==> config.mk <==
export PLATFORM = sky130hd
export DESIGN_NAME = instr_loader
export DESIGN_NICKNAME = d
export VERILOG_FILES = /design/src/rtl/instr_loader.sv
export SDC_FILE = /design/constraint.sdc
export NUM_CORES = 1
export LEC_CHECK = 0
export ABC_CLOCK_PERIOD_IN_PS = 2200
export CORE_ASPECT_RATIO = 2
export CORE_MARGIN = 5
export CORE_UTILIZATION = 45
export DETAILED_ROUTE_END_ITERATION = 16
export PLACE_DENSITY = 0.79
export SYNTH_ARGS = -nofsm -noshare
export SYNTH_HDL_FRONTEND = slang
export SYNTH_SLANG_ARGS = --single-unit
==> constraint.sdc <==
create_clock -name clock -period 2.2 [get_ports clock]
set_input_delay 0.55 -clock clock [delete_from_list [all_inputs] [get_ports clock]]
set_output_delay 0.55 -clock clock [all_outputs]
set_load 0.01 [all_outputs]
==> src/rtl/instr_loader.sv <==
// instr_loader: writes a packed program into instruction memory,
// then launches the processor via working and optionally auto-halts.
//
// Ports:
//   clock, reset       : clock, synchronous active-high reset
//   in_valid/in_ready  : instruction field stream handshake
//   in_icode..in_valC  : decoded fields, in_last marks end of program
//   stop, reload       : halt request in RUN, back to LOAD from HALT
//   addr/wEn/wDat      : instruction-memory write port
//   working            : processor run enable
//   n_loaded           : words written for current program
//   overflow           : sticky, DEPTH reached without in_last
//   bad_icode          : sticky, accepted icode above 4'hB
module instr_loader #(
  parameter int ADDR_W     = 9,
  parameter int DEPTH      = 512,
  parameter int RUN_CYCLES = 0
) (
  input  logic              clock,
  input  logic              reset,
  input  logic              in_valid,
  output logic              in_ready,
  input  logic [3:0]        in_icode,
  input  logic [3:0]        in_ifun,
  input  logic [3:0]        in_rA,
  input  logic [3:0]        in_rB,
  input  logic [15:0]       in_valC,
  input  logic              in_last,
  input  logic              stop,
  input  logic              reload,
  output logic [ADDR_W-1:0] addr,
  output logic              wEn,
  output logic [31:0]       wDat,
  output logic              working,
  output logic [ADDR_W:0]   n_loaded,
  output logic              overflow,
  output logic              bad_icode
);

  typedef enum logic [1:0] {
    LOAD,
    GAP,
    RUN,
    HALT
  } state_t;

  localparam logic [ADDR_W-1:0] LAST_PTR =
    ADDR_W'(DEPTH - 1);
  localparam logic [ADDR_W:0] FULL =
    (ADDR_W + 1)'(DEPTH);
  localparam logic [31:0] RUN_LAST =
    32'(RUN_CYCLES - 1);

  state_t            state;
  logic [ADDR_W-1:0] wr_ptr;
  logic [31:0]       run_cnt;
  logic              fire;
  logic              expire;
  logic [31:0]       word;

  assign in_ready = (state == LOAD);
  assign fire     = in_valid & in_ready;

  assign word = {in_icode, in_ifun,
                 in_rA, in_rB, in_valC};

  // Budget only applies when a nonzero run length is configured.
  assign expire = (RUN_CYCLES != 0) &&
                  (run_cnt == RUN_LAST);

  always_ff @(posedge clock) begin
    if (reset) begin
      state     <= LOAD;
      wr_ptr    <= '0;
      addr      <= '0;
      wEn       <= 1'b0;
      wDat      <= '0;
      working   <= 1'b0;
      n_loaded  <= '0;
      overflow  <= 1'b0;
      bad_icode <= 1'b0;
      run_cnt   <= '0;
    end else begin
      wEn     <= 1'b0;
      working <= 1'b0;
      unique case (state)
        LOAD: begin
          if (fire) begin
            wEn    <= 1'b1;
            addr   <= wr_ptr;
            wDat   <= word;
            wr_ptr <= wr_ptr + 1'b1;
            if (n_loaded != FULL)
              n_loaded <= n_loaded + 1'b1;
            if (in_icode > 4'hB)
              bad_icode <= 1'b1;
            if (in_last) begin
              state <= GAP;
            end else if (wr_ptr == LAST_PTR) begin
              overflow <= 1'b1;
              state    <= GAP;
            end
          end
        end
        GAP: begin
          addr  <= '0;
          state <= RUN;
        end
        RUN: begin
          addr    <= '0;
          run_cnt <= run_cnt + 32'd1;
          // A stop drops working on the very next cycle;
          // budget expiry keeps it for the final cycle.
          working <= ~stop;
          if (stop || expire)
            state <= HALT;
        end
        HALT: begin
          if (reload) begin
            state    <= LOAD;
            wr_ptr   <= '0;
            n_loaded <= '0;
            run_cnt  <= '0;
          end
        end
        default: state <= LOAD;
      endcase
    end
  end

endmodule

==> impl_metrics.py <==
metrics = {
    "placement": {
        "dp_hpwl_um": 5590,
        "placed_area_sq_um": 3790,
        "gp_congestion": 0.876,
        "numPortBuffers": 93,
    },
    "pwr": {
        "p_leak_nw": 1.51,
        "vdd_drop_max_mv": 0.690,
        "powerDensity_nw_per_um2": 1020,
    },
    "min_path": {
        "hp-class": "flop to flop",
        "hold_end": "wDat[16]",
        "min_from": "wDat[16]",
        "hold_depth": 2,
    },
    "yosys": {
        "synthesis.instances": 329,
        "synth-seq-area-share_pct": 48.3,
        "syn_area_per_cell_sq_um": 8.32,
        "synth_simple_gate_area_share_pct": 23.1,
        "synth_flop_cell": "dfxtp_1",
        "synth-seq-cells": 66,
        "synth_area_sq_um": 2740,
        "yosysUniqueCellTypes": 48,
        "synth-xor-area-share_pct": 0.640,
        "synth_top_family_by_area": "simple AND/OR/NAND/NOR gates",
        "ys_async_sr_fraction_pct": 0,
        "yosysWarnings": 0,
        "synthAdderAreaFrac_pct": 3.20,
        "synth_mux_area_share_pct": 0.731,
        "synth_compound_area_share_pct": 19.6,
        "synth_edf_count": 0,
        "syn_nets": 374,
    },
    "detailed_routing": {
        "ant_nets": 0,
        "wl_um": 7640,
        "route.detailed.wl_per_inst_um": 15.4,
        "num_vias": 2740,
        "drc": 0,
        "drtIter0Drc": 177,
        "via_per_inst": 5.54,
        "drt_pass1_iterations": 4,
    },
    "setup_path": {
        "r2r_start": "wr_ptr[1]",
        "critPathSlowestCell": "clkdlybuf4s50_1",
        "critPathTopFamily": "buffers and inverters",
        "cp_slowest_stage_delay_ns": 0.56,
        "crit_arrival_ns": 1.57,
        "worstPathMaxFanout": 12,
        "cp.required_ns": 1.65,
        "critPathBufInv": 2,
        "start_kind": "flop",
        "timing.rr.end": "state[0]",
        "path_cells": "inv_1, ha_4, clkdlybuf4s50_1",
        "reg2reg_depth": 8,
        "crit_path_end_kind": "primary output",
        "worstSetupPathType": "flop to primary output",
        "rrSetupSlack_ns": 0.28,
    },
    "clocking": {
        "clk_pin_slew_ns": 0.05,
        "cts_root_buf": "clkbuf_16",
        "cts_buffer_depth": 2,
        "cts_buffers": 9,
        "clkLatencyLatePin_ns": 0.33,
        "cts_tree": "yes",
        "cts_sinks": 66,
        "htree_levels": 3,
    },
    "grt": {
        "grt_overflow": 0,
        "antenna_found_initial": 0,
        "grt_usage_pct": 20.3,
        "grt_pass1_vias": 2722,
        "grt_max_degree": 35,
        "grt_pass1_wl_um": 12300,
    },
    "floorplan": {
        "dieWidth_um": 65.2,
        "start_util_pct": 46.0,
        "rows": 40,
        "die_h_um": 120,
        "dieArea_sq_um": 7840,
        "core_sq_um": 5960,
        "ios": 94,
    },
    "layout": {
        "final_common_cell": "clkdlybuf4s50_1",
        "layout-drive-gt1-share_pct": 8.56,
        "syn2layout_area_growth_pct": 49.0,
        "nFillCells": 496,
        "fin_nets": 473,
        "fin_area_sq_um": 4080,
        "final_cell_mix": "92 x clkdlybuf4s50_1, 71 x nand2_1, 66 x dfxtp_1",
        "fin_util_pct": 68.5,
        "n_antenna_cell": 0,
        "register_area_sq_um": 1320,
        "multiInputGateArea_sq_um": 1310,
    },
    "timing": {
        "fin_hold_ws_ns": 0.453,
        "tightest_slew_ns": 0.428,
        "fin_crit_ns": 2.12,
        "max_freq_ghz": 0.472,
        "setup_viol": 0,
        "finClkSkew_ns": 0.00294,
        "hold_viol": 0,
        "finalCritPeriodShare_pct": 96.3,
        "slew_headroom_pct": 71.4,
        "rsz0062_at_grt": "no",
        "slew_viol_final": 0,
        "final.setup.tns_ns": 0,
    },
    "flow_run": {
        "maxCapViolCount": 0,
    },
    "outcome": {
        "status": "completed",
    },
}
## state kept, by name (all words and copies together), names as in the netlist
register	flops
state	2
addr	9
wDat	32
overflow	1
working	1
wr_ptr	9
bad_icode	1
n_loaded	10
wEn	1
## cell type report
type / count / share of cell area (%)
inverter: 12 / 1.10
multi-input combinational: 232 / 32.0
timing repair buffer: 107 / 25.9
tap: 63 / 1.93
sequential: 66 / 32.4
clock buffer: 13 / 6.38
clock inverter: 2 / 0.307
## routing by layer
| layer | up-vias | wire length, um | global-route usage, % |
|---|---|---|---|
| li1 | 1347 | - | - |
| met1 | 1285 | 2750 | 19.3 |
| met2 | 89 | 4240 | 37.7 |
| met3 | 19 | 352 | 4.74 |
| met4 | 0 | 290 | 12.3 |
| met5 | - | 0 | 0 |
## cell families (layout without fill, tap and decap cells)
| kind of cell | after synthesis | in the layout |
|---|---|---|
| buffers and inverters | 31 | 134 |
| adders and majority gates | 7 | 7 |
| muxes | 2 | 2 |
| AOI/OAI and AO/OA | 87 | 87 |
| and+or+nand+nor | 134 | 134 |
| xor gates and xnor gates | 2 | 2 |
| DFF | 66 | 66 |
## how the worst max path moves through the flow
stage / from / end / slack [ns] / cells past startpoint
2_1_floorplan: state[0] / n_loaded[7] / 0.40 / 7
3_5_place_dp: reload / n_loaded[1] / 0.02 / 5
6_report: state[0] / in_ready / 0.08 / 3
3_3_place_gp: reload / n_loaded[1] / 0.08 / 5
4_1_cts: state[0] / in_ready / 0.002 / 3
5_1_grt: state[0] / in_ready / 0.03 / 3
## power breakdown
part	leakage, nW	switching (mW)	total (mW)	internal (mW)
Sequential	0.538	0.115	1.48	1.36
Combinational	0.842	0.733	1.41	0.677
Clock	0.132	0.469	1.28	0.814
## repair_timing
| action | CTS | global route |
|---|---|---|
| setup buffers | 0 | 0 |
| endpoints found under the setup margin | 1 | 1 |
| resized for setup | 1 | 1 |
| hold buffers | 0 | 0 |
| endpoints found under the hold margin | 0 | 0 |
## through the flow
step,cells,total power [mW],worst slack (ns)
after global routing,495,4.39,0.0333
final,495,4.17,0.0813
after detailed placement,480,2.88,0.0163
after global placement,480,2.86,0.0819
after floorplan,329,2.21,0.397
after CTS,495,4.19,0.00183
## cells in the mapped netlist (3+ instances only)
cell type	count	area share, %
nand2_1	71	9.7
dfxtp_1	66	48
a21oi_1	47	8.6
nor2_1	22	3.0
clkbuf_1	14	1.9
inv_1	12	1.6
a22oi_1	9	2.5
nand3_1	8	1.5
ha_1	7	3.2
o21ai_0	7	1.3
nand4_1	6	1.4
a31oi_1	5	1.1
and3_1	4	0.91
o21ai_1	4	0.73
or3_1	4	0.91
buf_2	3	0.55
o31ai_1	3	0.82
## worst min-delay path, stage by stage, from the launching register on
cell and delay (ns):
dfxtp_1 0.30, nand2_1 0.05, a21oi_1 0.05
Note: power is estimated with default switching activity, not from simulation.
